### src/rtl/cpu_pkg.sv
// Shared CPU types: ALU opcodes, forwarding selects and multiplier FSM states.
// Also holds the single-cycle ALU function used by the execute stage.
package cpu_pkg;

  typedef enum logic [2:0] {
    ALU_ADD = 3'b000,
    ALU_SUB = 3'b001,
    ALU_AND = 3'b010,
    ALU_OR  = 3'b011,
    ALU_SLT = 3'b100,
    ALU_NOR = 3'b101,
    ALU_XOR = 3'b110,
    ALU_MUL = 3'b111
  } alu_op_t;

  typedef enum logic [1:0] {
    FWD_REG = 2'b00,
    FWD_MEM = 2'b01,
    FWD_WB  = 2'b10
  } fwd_sel_t;

  typedef enum logic [1:0] {
    IDLE     = 2'b00,
    MUL_RUN  = 2'b01,
    MUL_DONE = 2'b10
  } mul_state_t;

  // MUL is not a single-cycle op; it yields 0 here and is handled by the stage.
  function automatic logic [31:0] alu_calc(input alu_op_t op, input logic [31:0] a,
                                           input logic [31:0] b);
    logic [31:0] r;
    case (op)
      ALU_ADD: r = a + b;
      ALU_SUB: r = a - b;
      ALU_AND: r = a & b;
      ALU_OR:  r = a | b;
      ALU_SLT: r = {31'b0, ($signed(a) < $signed(b))};
      ALU_NOR: r = ~(a | b);
      ALU_XOR: r = a ^ b;
      default: r = 32'b0;
    endcase
    return r;
  endfunction

endpackage

### src/rtl/ex_stage_if.sv
// Bundle between ID/EX + forwarding sources (master side) and the execute stage (slave).
// Flow control: ex_stall high means ID/EX, IF/ID and PC must hold; inputs stay stable until it drops.
interface ex_stage_if;
  logic [31:0] EXReg1;
  logic [31:0] EXReg2;
  logic [31:0] EXImmi;
  logic [4:0]  EXRegisterRs;
  logic [4:0]  EXRegisterRt;
  logic [4:0]  EXRegisterRd;
  logic [2:0]  EXALUOp;
  logic        EXALUSrc;
  logic        EXRegDst;
  logic        EXMemRead;
  logic        EXMemtoReg;
  logic        EXMemWrite;
  logic        EXRegWrite;
  logic        MEMRegWrite;
  logic [4:0]  MEMRegisterRd;
  logic [31:0] MEMALUResult;
  logic        WBRegWrite;
  logic [4:0]  WBRegisterRd;
  logic [31:0] WBWriteData;
  logic [31:0] ex_alu_result;
  logic [31:0] ex_store_data;
  logic [4:0]  ex_dest_reg;
  logic        ex_zero;
  logic        ex_mem_read;
  logic        ex_mem_to_reg;
  logic        ex_mem_write;
  logic        ex_reg_write;
  logic        ex_stall;

  modport master (
    output EXReg1, EXReg2, EXImmi, EXRegisterRs, EXRegisterRt, EXRegisterRd, EXALUOp,
           EXALUSrc, EXRegDst, EXMemRead, EXMemtoReg, EXMemWrite, EXRegWrite,
           MEMRegWrite, MEMRegisterRd, MEMALUResult, WBRegWrite, WBRegisterRd, WBWriteData,
    input  ex_alu_result, ex_store_data, ex_dest_reg, ex_zero, ex_mem_read,
           ex_mem_to_reg, ex_mem_write, ex_reg_write, ex_stall
  );

  modport slave (
    input  EXReg1, EXReg2, EXImmi, EXRegisterRs, EXRegisterRt, EXRegisterRd, EXALUOp,
           EXALUSrc, EXRegDst, EXMemRead, EXMemtoReg, EXMemWrite, EXRegWrite,
           MEMRegWrite, MEMRegisterRd, MEMALUResult, WBRegWrite, WBRegisterRd, WBWriteData,
    output ex_alu_result, ex_store_data, ex_dest_reg, ex_zero, ex_mem_read,
           ex_mem_to_reg, ex_mem_write, ex_reg_write, ex_stall
  );
endinterface

### src/rtl/forward_unit.sv
// Combinational rs/rt forwarding select; EX/MEM has priority over MEM/WB, $zero never forwards.
module forward_unit
  import cpu_pkg::*;
(
  input  logic       i_mem_reg_write,
  input  logic [4:0] i_mem_rd,
  input  logic       i_wb_reg_write,
  input  logic [4:0] i_wb_rd,
  input  logic [4:0] i_rs,
  input  logic [4:0] i_rt,
  output fwd_sel_t   o_sel_a,
  output fwd_sel_t   o_sel_b
);

  function automatic fwd_sel_t pick(input logic mem_we, input logic [4:0] mem_rd,
                                    input logic wb_we, input logic [4:0] wb_rd,
                                    input logic [4:0] src);
    if (mem_we && (mem_rd != 5'd0) && (mem_rd == src)) return FWD_MEM;
    else if (wb_we && (wb_rd != 5'd0) && (wb_rd == src)) return FWD_WB;
    else return FWD_REG;
  endfunction

  assign o_sel_a = pick(i_mem_reg_write, i_mem_rd, i_wb_reg_write, i_wb_rd, i_rs);
  assign o_sel_b = pick(i_mem_reg_write, i_mem_rd, i_wb_reg_write, i_wb_rd, i_rt);

endmodule

### src/rtl/ex_stage.sv
// Execute stage: operand forwarding, single-cycle ALU and an optional iterative MUL.
// The MUL FSM/datapath exists only when EX_MUL_EN is defined; otherwise MUL yields 0, no stall.
module ex_stage
  import cpu_pkg::*;
#(
  parameter int MUL_BITS_PER_CYCLE = 1
) (
  input  logic       clk,
  input  logic       rst,
  ex_stage_if.slave  bus,
  output mul_state_t o_dbg_state
);

  fwd_sel_t    w_sel_a, w_sel_b;
  logic [31:0] w_fwd_a, w_fwd_b, w_op_b, w_alu, w_result;
  logic        w_stall;

  forward_unit u_fwd (
    .i_mem_reg_write (bus.MEMRegWrite),
    .i_mem_rd        (bus.MEMRegisterRd),
    .i_wb_reg_write  (bus.WBRegWrite),
    .i_wb_rd         (bus.WBRegisterRd),
    .i_rs            (bus.EXRegisterRs),
    .i_rt            (bus.EXRegisterRt),
    .o_sel_a         (w_sel_a),
    .o_sel_b         (w_sel_b)
  );

  always_comb begin
    w_fwd_a = bus.EXReg1;
    w_fwd_b = bus.EXReg2;
    case (w_sel_a)
      FWD_MEM: w_fwd_a = bus.MEMALUResult;
      FWD_WB:  w_fwd_a = bus.WBWriteData;
      default: w_fwd_a = bus.EXReg1;
    endcase
    case (w_sel_b)
      FWD_MEM: w_fwd_b = bus.MEMALUResult;
      FWD_WB:  w_fwd_b = bus.WBWriteData;
      default: w_fwd_b = bus.EXReg2;
    endcase
  end

  assign w_op_b = bus.EXALUSrc ? bus.EXImmi : w_fwd_b;
  assign w_alu  = alu_calc(alu_op_t'(bus.EXALUOp), w_fwd_a, w_op_b);

`ifdef EX_MUL_EN
  localparam int          STEPS      = 32 / MUL_BITS_PER_CYCLE;
  localparam logic [31:0] DIGIT_MASK = 32'((64'd1 << MUL_BITS_PER_CYCLE) - 64'd1);

  mul_state_t  r_state, w_next;
  logic [31:0] r_acc, r_mcand, r_mplier;
  logic [4:0]  r_cnt;
  logic [31:0] w_partial;

  assign w_partial = r_mcand * (r_mplier & DIGIT_MASK);

  always_comb begin
    w_next   = r_state;
    w_stall  = 1'b0;
    w_result = w_alu;
    case (r_state)
      IDLE: begin
        if (alu_op_t'(bus.EXALUOp) == ALU_MUL) begin
          w_stall = 1'b1;
          w_next  = MUL_RUN;
        end
      end
      MUL_RUN: begin
        w_stall = 1'b1;
        if (r_cnt == 5'd0) w_next = MUL_DONE;
      end
      MUL_DONE: begin
        w_result = r_acc;
        w_next   = IDLE;
      end
      default: w_next = IDLE;
    endcase
  end

  // Operands are captured at issue: the forwarding sources keep moving while stalled.
  always_ff @(posedge clk) begin
    if (rst) begin
      r_state  <= IDLE;
      r_acc    <= 32'b0;
      r_mcand  <= 32'b0;
      r_mplier <= 32'b0;
      r_cnt    <= 5'd0;
    end else begin
      r_state <= w_next;
      if (r_state == IDLE && w_next == MUL_RUN) begin
        r_acc    <= 32'b0;
        r_mcand  <= w_fwd_a;
        r_mplier <= w_fwd_b;
        r_cnt    <= 5'(STEPS - 1);
      end else if (r_state == MUL_RUN) begin
        r_acc    <= r_acc + w_partial;
        r_mcand  <= r_mcand << MUL_BITS_PER_CYCLE;
        r_mplier <= r_mplier >> MUL_BITS_PER_CYCLE;
        r_cnt    <= r_cnt - 5'd1;
      end
    end
  end

  assign o_dbg_state = r_state;
`else
  logic w_unused;
  assign w_unused    = clk ^ rst;
  assign w_stall     = 1'b0;
  assign w_result    = w_alu;
  assign o_dbg_state = IDLE;
`endif

  assign bus.ex_alu_result = w_result;
  assign bus.ex_zero       = (w_result == 32'b0);
  assign bus.ex_store_data = w_fwd_b;
  assign bus.ex_dest_reg   = bus.EXRegDst ? bus.EXRegisterRd : bus.EXRegisterRt;
  assign bus.ex_mem_read   = bus.EXMemRead  & ~w_stall;
  assign bus.ex_mem_write  = bus.EXMemWrite & ~w_stall;
  assign bus.ex_reg_write  = bus.EXRegWrite & ~w_stall;
  assign bus.ex_mem_to_reg = bus.EXMemtoReg;
  assign bus.ex_stall      = w_stall;

endmodule

### src/flat_wrapper.sv
// flat-port wrapper written by rule: the top's interface ports become plain ports
module ex_stage_flat import cpu_pkg::*;
#(
  parameter int MUL_BITS_PER_CYCLE = 1
)
  (clk, rst, o_dbg_state, bus_EXReg1, bus_EXReg2, bus_EXImmi, bus_EXRegisterRs, bus_EXRegisterRt, bus_EXRegisterRd, bus_EXALUOp, bus_EXALUSrc, bus_EXRegDst, bus_EXMemRead, bus_EXMemtoReg, bus_EXMemWrite, bus_EXRegWrite, bus_MEMRegWrite, bus_MEMRegisterRd, bus_MEMALUResult, bus_WBRegWrite, bus_WBRegisterRd, bus_WBWriteData, bus_ex_alu_result, bus_ex_store_data, bus_ex_dest_reg, bus_ex_zero, bus_ex_mem_read, bus_ex_mem_to_reg, bus_ex_mem_write, bus_ex_reg_write, bus_ex_stall);
  ex_stage_if bus_i ();
  input  logic clk;
  input  logic rst;
  output mul_state_t o_dbg_state;
  input wire logic [$bits(bus_i.EXReg1)-1:0] bus_EXReg1;
  input wire logic [$bits(bus_i.EXReg2)-1:0] bus_EXReg2;
  input wire logic [$bits(bus_i.EXImmi)-1:0] bus_EXImmi;
  input wire logic [$bits(bus_i.EXRegisterRs)-1:0] bus_EXRegisterRs;
  input wire logic [$bits(bus_i.EXRegisterRt)-1:0] bus_EXRegisterRt;
  input wire logic [$bits(bus_i.EXRegisterRd)-1:0] bus_EXRegisterRd;
  input wire logic [$bits(bus_i.EXALUOp)-1:0] bus_EXALUOp;
  input wire logic [$bits(bus_i.EXALUSrc)-1:0] bus_EXALUSrc;
  input wire logic [$bits(bus_i.EXRegDst)-1:0] bus_EXRegDst;
  input wire logic [$bits(bus_i.EXMemRead)-1:0] bus_EXMemRead;
  input wire logic [$bits(bus_i.EXMemtoReg)-1:0] bus_EXMemtoReg;
  input wire logic [$bits(bus_i.EXMemWrite)-1:0] bus_EXMemWrite;
  input wire logic [$bits(bus_i.EXRegWrite)-1:0] bus_EXRegWrite;
  input wire logic [$bits(bus_i.MEMRegWrite)-1:0] bus_MEMRegWrite;
  input wire logic [$bits(bus_i.MEMRegisterRd)-1:0] bus_MEMRegisterRd;
  input wire logic [$bits(bus_i.MEMALUResult)-1:0] bus_MEMALUResult;
  input wire logic [$bits(bus_i.WBRegWrite)-1:0] bus_WBRegWrite;
  input wire logic [$bits(bus_i.WBRegisterRd)-1:0] bus_WBRegisterRd;
  input wire logic [$bits(bus_i.WBWriteData)-1:0] bus_WBWriteData;
  output wire logic [$bits(bus_i.ex_alu_result)-1:0] bus_ex_alu_result;
  output wire logic [$bits(bus_i.ex_store_data)-1:0] bus_ex_store_data;
  output wire logic [$bits(bus_i.ex_dest_reg)-1:0] bus_ex_dest_reg;
  output wire logic [$bits(bus_i.ex_zero)-1:0] bus_ex_zero;
  output wire logic [$bits(bus_i.ex_mem_read)-1:0] bus_ex_mem_read;
  output wire logic [$bits(bus_i.ex_mem_to_reg)-1:0] bus_ex_mem_to_reg;
  output wire logic [$bits(bus_i.ex_mem_write)-1:0] bus_ex_mem_write;
  output wire logic [$bits(bus_i.ex_reg_write)-1:0] bus_ex_reg_write;
  output wire logic [$bits(bus_i.ex_stall)-1:0] bus_ex_stall;
  assign bus_i.EXReg1 = bus_EXReg1;
  assign bus_i.EXReg2 = bus_EXReg2;
  assign bus_i.EXImmi = bus_EXImmi;
  assign bus_i.EXRegisterRs = bus_EXRegisterRs;
  assign bus_i.EXRegisterRt = bus_EXRegisterRt;
  assign bus_i.EXRegisterRd = bus_EXRegisterRd;
  assign bus_i.EXALUOp = bus_EXALUOp;
  assign bus_i.EXALUSrc = bus_EXALUSrc;
  assign bus_i.EXRegDst = bus_EXRegDst;
  assign bus_i.EXMemRead = bus_EXMemRead;
  assign bus_i.EXMemtoReg = bus_EXMemtoReg;
  assign bus_i.EXMemWrite = bus_EXMemWrite;
  assign bus_i.EXRegWrite = bus_EXRegWrite;
  assign bus_i.MEMRegWrite = bus_MEMRegWrite;
  assign bus_i.MEMRegisterRd = bus_MEMRegisterRd;
  assign bus_i.MEMALUResult = bus_MEMALUResult;
  assign bus_i.WBRegWrite = bus_WBRegWrite;
  assign bus_i.WBRegisterRd = bus_WBRegisterRd;
  assign bus_i.WBWriteData = bus_WBWriteData;
  assign bus_ex_alu_result = bus_i.ex_alu_result;
  assign bus_ex_store_data = bus_i.ex_store_data;
  assign bus_ex_dest_reg = bus_i.ex_dest_reg;
  assign bus_ex_zero = bus_i.ex_zero;
  assign bus_ex_mem_read = bus_i.ex_mem_read;
  assign bus_ex_mem_to_reg = bus_i.ex_mem_to_reg;
  assign bus_ex_mem_write = bus_i.ex_mem_write;
  assign bus_ex_reg_write = bus_i.ex_reg_write;
  assign bus_ex_stall = bus_i.ex_stall;
  ex_stage #(.MUL_BITS_PER_CYCLE(MUL_BITS_PER_CYCLE)) u_core (.clk(clk), .rst(rst), .bus(bus_i), .o_dbg_state(o_dbg_state));
endmodule
### config.mk
export PLATFORM = sky130hd
export DESIGN_NAME = ex_stage_flat
export DESIGN_NICKNAME = d
export VERILOG_FILES = /design/src/rtl/cpu_pkg.sv /design/src/rtl/ex_stage_if.sv /design/src/rtl/forward_unit.sv /design/src/rtl/ex_stage.sv /design/src/flat_wrapper.sv
export SDC_FILE = /design/constraint.sdc
export NUM_CORES = 1
export LEC_CHECK = 0
export CORE_UTILIZATION = 45
export DETAILED_ROUTE_END_ITERATION = 6
export PLACE_DENSITY_LB_ADDON = 0.3
export REMOVE_ABC_BUFFERS = 1
export SYNTH_ARGS = -nofsm -noshare
export SYNTH_HDL_FRONTEND = slang
export SYNTH_SLANG_ARGS = --single-unit
### constraint.sdc
create_clock -name vclk -period 8.1
set_input_delay 1.215 -clock vclk [all_inputs]
set_output_delay 1.215 -clock vclk [all_outputs]
set_load 0.05 [all_outputs]
* Word-level counts from Yosys, hierarchy flattened
Index checks and enable logic that the tools add are counted. Widths: inputs -> output; s select.
Word-level totals: register bits after elaboration 0, output and inout bits 77, logic and storage cells 40
Operators by class: $add $sub $neg 2, magnitude comparators 1, eq/ne operators 14, muxes and demuxes 9, bitwise gates (word level) 4, reduce and logical (&&, ||, !) cells 10
Operator list (number):
- $pmux 32 s7 | 1
- $pmux 32 s2 | 2
- $add 32x32->32 | 1
- $and 32x32->32 | 1
- $logic_not 32->1 | 1
- $lt 32x32->1 | 1
- $mux 32 | 1
- $not 32->32 | 1
- $or 32x32->32 | 1
- $sub 32x32->32 | 1
- $xor 32x32->32 | 1
- $eq 5x5->1 | 4
- $reduce_bool 5->1 | 2
- $eq 3x3->1 const B | 3
- $mux 2 | 4
- $eq 3x2->1 const B | 2
- $logic_and 1x1->1 | 6
- $mux 5 | 1
- $eq 2x1->1 const B | 2
- $eq 2x2->1 const B | 2
- $eq 3x1->1 const B | 1
- $logic_not 3->1 | 1

* Longest topological paths before layout
Gate-level depths: netlist of run 1.
word-level depth 12, mapped depth 23

* Hierarchy
A second synthesis of run 1 with hierarchy kept.
Unflattened totals: cells, all modules 1384, area, all modules 8590.7 µm²
Modules (own cells, without submodules):
- ex_stage | times used 1, cells each 1350, area an instance 8333.0 µm², seq. area each 0.0 µm²
- forward_unit | times used 1, cells each 34, area an instance 257.7 µm², seq. area each 0.0 µm²

* Least setup slack after synthesis of run 1
No wires, ideal clock.
path type input-to-output, from input bus_EXRegisterRt[4], to output bus_ex_zero, arrival time 9.235 ns, data required time 6.885 ns, setup slack -2.350 ns, stages on the path 21, cells stage by stage xnor2_1 -> o211ai_4 -> nor2_1 -> clkbuf_1 -> mux2i_1 -> o21ai_0 -> mux2i_1 -> ha_1 -> inv_1 -> nand2_1 -> nor4_1 -> a211oi_1 -> o31a_1 -> o31ai_1 -> mux2i_1 -> a21oi_1 -> o211ai_1 -> or4_1 -> or4b_1 -> or4b_1 -> nor4_2
RTL lines:
- start: declaration | line flat_wrapper.sv:15 | input wire logic [$bits(bus_i.EXRegisterRt)-1:0] bus_EXRegisterRt;
- $eq 5x5->1 | line forward_unit.sv:19 | else if (wb_we && (wb_rd != 5'd0) && (wb_rd == src)) return FWD_WB;
- $logic_and 1x1->1 | line forward_unit.sv:19
- $mux 2 | line forward_unit.sv:19
- $mux 2 * | line forward_unit.sv:18 | if (mem_we && (mem_rd != 5'd0) && (mem_rd == src)) return FWD_MEM;
- $eq 2x2->1 / $eq 2x1->1 (equally long branches) | line ex_stage.sv:37 | case (w_sel_b)
- $pmux 32 s2 * | line ex_stage.sv:37
- named net bus_ex_store_data[9] | line flat_wrapper.sv:31 | output wire logic [$bits(bus_i.ex_store_data)-1:0] bus_ex_store_data;
- $mux 32 * | line ex_stage.sv:44 | assign w_op_b = bus.EXALUSrc ? bus.EXImmi : w_fwd_b;
- $sub 32x32->32 / $add 32x32->32 (equally long branches) | line cpu_pkg.sv:34, cpu_pkg.sv:33
- $pmux 32 s7 * | line cpu_pkg.sv:32 | case (op)
- named net bus_ex_alu_result[17] | line flat_wrapper.sv:30 | output wire logic [$bits(bus_i.ex_alu_result)-1:0] bus_ex_alu_result;
- $logic_not 32->1 * | line ex_stage.sv:115 | assign bus.ex_zero = (w_result == 32'b0);
- end: declaration | line flat_wrapper.sv:33 | output wire logic [$bits(bus_i.ex_zero)-1:0] bus_ex_zero;
The timed path passes the listed nets; every way through them passes the cells marked *.

* Final worst setup path of run 1
from input bus_MEMRegisterRd[1], to output bus_ex_zero
Between the ends: word-level cells in the longest chain between the ends 11
RTL lines:
- start: declaration | line flat_wrapper.sv:25 | input wire logic [$bits(bus_i.MEMRegisterRd)-1:0] bus_MEMRegisterRd;
- branches (longest 9 deep; another with $sub 32x32->32)
- $pmux 32 s7 * | line cpu_pkg.sv:32
- $logic_not 32->1 * | line ex_stage.sv:115
Every way passes the cells marked *.

==> flow_summary_export.csv, run 1 <==
group,metric,value,unit
status,status,"complete, but fails checks",
status,violations,"design-rule violations, negative setup slack",
route,drc,13,
critical_path,cpMaxStageDelayCell,"or4_4",
grt,antenna_found_initial,1,
grt,grt_pass1_vias,12100,
route,drt_iter0_drc,1680,
sta,hold_slack,2.43,ns
flow_run,maxCapViolCount,0,
grt,overflow,0,
critical_path,start_kind,"primary input",
sta,fin_crit,8.92,ns
die,die_h,139,microns
critical_path,worstPathArrival,7.71,ns
critical_path,cp_max_fo,5,
sta,fin_ws,-0.820,ns
critical_path,worstPathCellList,"clkdlybuf4s15_1 > or4_4 > o211ai_4 > nor2_4 > buf_4 > nand2_1 > o21ai_1 > mux2i_1 > ha_1 > or3_1 > o221ai_2 > or4_4 > a211oi_2 > o31a_1 > o31ai_4 > a2111oi_0 > a211oi_1 > o211ai_1 > nor4_2 > buf_4 > or4b_4 > or4b_4 > nor4_4 > buf_12",
synthesis,syn_area,8420,sq um
critical_path,path_buf_inv,4,
die,initial_utilization,0.464,
synthesis,yosysWarnings,0,
route,drtAntennaViolNets,0,
pwr,power_density,108,nW/um^2
sta,worst_pin_slew,1.22,ns
critical_path,path_delay_family,"simple AND/OR/NAND/NOR gates",
finish,clkbuf_count,0,
finish,design.seq.count,0,
critical_path,cp.required,6.88,ns
place,place_congestion,0.995,
sta,hold_viol,0,
die,die_w,139,microns
finish,fin_cells,2056,
finish,num-fill-cells,1274,
critical_path,critPathMaxStageDelay,0.58,ns
finish,drive_gt1_frac,0.271,
sta,finalSetupViolCount,3,
die,num_rows,49,
place,dpl_cell_area,13500,sq um
pwr,peakVddDrop,0.0597,mV
cts,postCtsHoldBufs,0,
synthesis,ys_top_cells_by_area,"ha_1, mux2i_1, nand2_1",
die,pin_count,275,
route,vias,13200,
route,via_per_inst,6.44,
route,first_pass_iters,7,
route,post_drt_wl_per_cell,22.2,microns
sta,rsz0062_at_grt,"yes",
critical_path,critPathKind,"primary input to output port",
synthesis,ys_types,84,
place,place_inst,2023,
die,core,18100,sq um
synthesis,syn_inst,1302,
place,port-buffer-count,262,
finish,fin_area,14200,sq um
grt,grt_usage,0.406,
sta,slew-limit-headroom,0.185,
synthesis,yosysTopAreaCellShare,0.141,
grt,grt_max_degree,37,
synthesis,synth_common_cells,"nand2_1, o21ai_0, nor2_1",
synthesis,seq_area_frac_synth,0,
synthesis,synth_area_leader_cell,"ha_1",
finish,multi_input_area,8150,sq um
sta,slew_violations,0,
synthesis,synth_area_per_cell,6.47,sq um
critical_path,cp-end-kind,"output port",
sta,max_freq,0.112,GHz
finish,regArea,0,sq um
route,drt-total-wl,45700,microns
place,dp_hpwl,33300,microns
sta,fin_crit_sh,1.10,
synthesis,yosysMostFrequentCell,"nand2_1",
hold_path,hold_class,"primary input to output port",
finish,antenna_cells,0,
finish,syn_to_final_growth,68.7,%
die,dieArea,19300,sq um
finish,layout.nets,2124,
pwr,leakage,6.32,nW
grt,grt_pass1_wl,63100,microns
path summary, 6_finish.rpt:
kind                                 start               end  cells after the start
worst max-delay path  bus_MEMRegisterRd[1]       bus_ex_zero                     24
worst min-delay path        bus_EXMemWrite  bus_ex_mem_write                      0
cells by family (layout without fill, tap and decap cells):
family / Yosys count / in the layout / share of synthesized area
buffers and inverters: 180 / 703 / 0.0860
other: 1 / 3 / 0.000445
adders and majority gates: 97 / 97 / 0.146
and+or+nand+nor: 450 / 450 / 0.248
xor gates and xnor gates: 34 / 34 / 0.0354
muxes: 91 / 91 / 0.109
AOI/OAI and AO/OA: 449 / 449 / 0.375
placed cells by master (no fill, tap or decap), drive strengths merged, types with 8 or more instances in the layout:
| cell | Yosys | final |
|---|---|---|
| o211ai | 17 | 17 |
| a22oi | 11 | 11 |
| xnor2 | 30 | 30 |
| nor3 | 37 | 37 |
| a21oi | 92 | 92 |
| a21o | 17 | 17 |
| dlymetal6s2s | 0 | 10 |
| nor2b | 11 | 11 |
| or3 | 9 | 9 |
| and2 | 9 | 9 |
| o22ai | 12 | 12 |
| o21bai | 19 | 19 |
| a221o | 11 | 11 |
| clkdlybuf4s50 | 0 | 213 |
| nand2 | 176 | 176 |
| a31oi | 24 | 24 |
| o31ai | 21 | 21 |
| buf | 15 | 371 |
| mux2i | 83 | 83 |
| a211oi | 21 | 21 |
| nor2 | 105 | 105 |
| nand4 | 20 | 20 |
| o21ai | 124 | 124 |
| o21a | 10 | 10 |
| mux2 | 8 | 8 |
| nor4 | 8 | 8 |
| nand2b | 9 | 9 |
| inv | 98 | 98 |
| nand3 | 35 | 35 |
| ha | 95 | 95 |
per-stage QoR:
step	setup WS, ns	util	total power [mW]	setup TNS (ns)
2_1_floorplan	-3.10	-	0.714	-25.77
3_3_place_gp	-0.921	0.745	1.38	-1.74
3_5_place_dp	-1.10	0.745	1.40	-2.63
4_1_cts	-0.531	0.760	1.44	-0.620
5_1_grt	-0.977	0.783	1.61	-1.65
6_report	-0.820	0.783	1.54	-1.19
per-layer routing:
metal | track usage | vias to the layer above | share of wire
met4 | 0.186 | 0 | 0.081
met5 | 0 | - | 0
met2 | 0.718 | 1073 | 0.45
met3 | 0.0556 | 361 | 0.12
met1 | 0.485 | 5990 | 0.35
li1 | - | 5814 | -
where the power goes:
| part | leakage [nW] | total [mW] | switching (mW) | internal [mW] |
|---|---|---|---|---|
| clock network | 0 | 0 | 0 | 0 |
| logic | 6.32 | 1.54 | 0.848 | 0.689 |
| registers | 0 | 0 | 0 | 0 |
final cells by class:
class              instances  area share
multi-input cells       1124       0.574
repair buffers           604       0.380
inverters                 99      0.0262
well taps                229      0.0202
timing repair:
action | in CTS | in global routing
setup endpoints to repair | 6 | 7
resized for setup | 56 | 90
pin swaps | 13 | 43
setup buffers | 14 | 20
No activity file was read; power rests on OpenSTA's default activity.
==> run 2, diff against run 1 <==
--- a/config.mk
+++ b/config.mk
@@ -5,7 +5,7 @@
 export SDC_FILE = /design/constraint.sdc
 export NUM_CORES = 1
 export LEC_CHECK = 0
-export CORE_UTILIZATION = 45
+export CORE_UTILIZATION = 35
 export DETAILED_ROUTE_END_ITERATION = 6
 export PLACE_DENSITY_LB_ADDON = 0.3
 export REMOVE_ABC_BUFFERS = 1
==> run 2 against run 1 <==
  * The flow finishes with violations (negative setup slack)
  * Die area grew 28%
  * Non-clock buffer count grew 36
  * Global-route usage is 9.2 points lower
  * Count of clock-buffer cells in the layout is the same
  * Via count fell by 6.8%
  * Highest routed layer unchanged
==> flow_summary_export.csv, run 2 (same netlist as run 1, synthesis figures left out) <==
group,metric,value,unit
sta,finalSetupViolCount,2,
flow_run,maxCapViolCount,0,
die,dieArea,24700,sq um
route,drc,0,
place,place_congestion,0.995,
finish,multi_input_area,8300,sq um
sta,hold_viol,0,
route,post_drt_wl_per_cell,18.8,microns
place,port-buffer-count,262,
grt,grt_usage,0.313,
grt,overflow,0,
die,die_w,157,microns
finish,fin_cells,2183,
critical_path,worstPathArrival,7.35,ns
route,first_pass_iters,5,
sta,slew_violations,0,
critical_path,path_delay_family,"simple AND/OR/NAND/NOR gates",
route,vias,12300,
die,initial_utilization,0.358,
route,drt-total-wl,41100,microns
grt,grt_pass1_wl,60800,microns
sta,fin_ws,-0.462,ns
status,status,"complete, but fails checks",
finish,syn_to_final_growth,75.5,%
finish,num-fill-cells,2116,
die,pin_count,275,
finish,layout.nets,2160,
grt,antenna_found_initial,1,
die,num_rows,56,
cts,postCtsHoldBufs,0,
sta,fin_crit,8.56,ns
status,violations,"negative setup slack",
finish,drive_gt1_frac,0.294,
sta,fin_crit_sh,1.06,
route,via_per_inst,5.65,
die,die_h,157,microns
finish,fin_area,14800,sq um
critical_path,cp_max_fo,5,
finish,design.seq.count,0,
sta,worst_pin_slew,0.788,ns
grt,grt_max_degree,32,
critical_path,cp.required,6.88,ns
place,dp_hpwl,32400,microns
route,drtAntennaViolNets,0,
critical_path,cpMaxStageDelayCell,"or4_4",
die,core,23500,sq um
critical_path,crit_start,"bus_WBRegisterRd[3]",
place,place_inst,2132,
place,dpl_cell_area,13800,sq um
critical_path,critPathMaxStageDelay,0.59,ns
finish,regArea,0,sq um
hold_path,min_from,"bus_EXMemWrite",
grt,grt_pass1_vias,11700,
finish,final_common_cell,"buf_4",
sta,max_freq,0.117,GHz
finish,clkbuf_count,0,
critical_path,start_kind,"primary input",
hold_path,hold_class,"primary input to output port",
sta,slew-limit-headroom,0.474,
critical_path,cp-end-kind,"output port",
finish,final_cell_mix,"buf_4, clkdlybuf4s50_1, nand2_1",
sta,rsz0062_at_grt,"yes",
critical_path,path_buf_inv,6,
critical_path,critPathKind,"primary input to output port",
route,drt_iter0_drc,978,
[run 2: per-layer routing]
metal / track usage / up-vias / routed length, microns
li1: - / 5887 / -
met1: 0.388 / 5656 / 16400
met2: 0.545 / 666 / 19200
met3: 0.0421 / 130 / 3740
met4: 0.127 / 0 / 1650
met5: 0 / - / 0
[run 2: final cells by class]
type               instances  area share
multi-input cells       1124       0.561
repair buffers           640       0.386
well taps                319      0.0270
inverters                 99      0.0253
diodes                     1    0.000169
[run 2: final timing paths]
kind / end / slack [ns] / cells after the start
setup / recovery: bus_ex_zero / -0.46 / 26
hold / removal: bus_ex_mem_write / 2.43 / 0
[run 2: repair_timing]
item,CTS,global route
cloned,0,0
gates resized for setup,125,77
pin swaps,47,56
endpoints found under the setup margin,8,5
buffers inserted,39,18
[run 2: stage by stage]
step / setup slack (ns) / TNS (ns) / util / hold slack, ns
floorplan: -3.10 / -25.77 / - / 2.43
global route: -0.616 / -1.09 / 0.628 / 2.43
finish: -0.462 / -0.551 / 0.628 / 2.43
CTS: -0.503 / -0.503 / 0.609 / 2.43
global placement: -1.02 / -2.34 / 0.585 / 2.43
detailed placement: -1.16 / -3.23 / 0.585 / 2.43
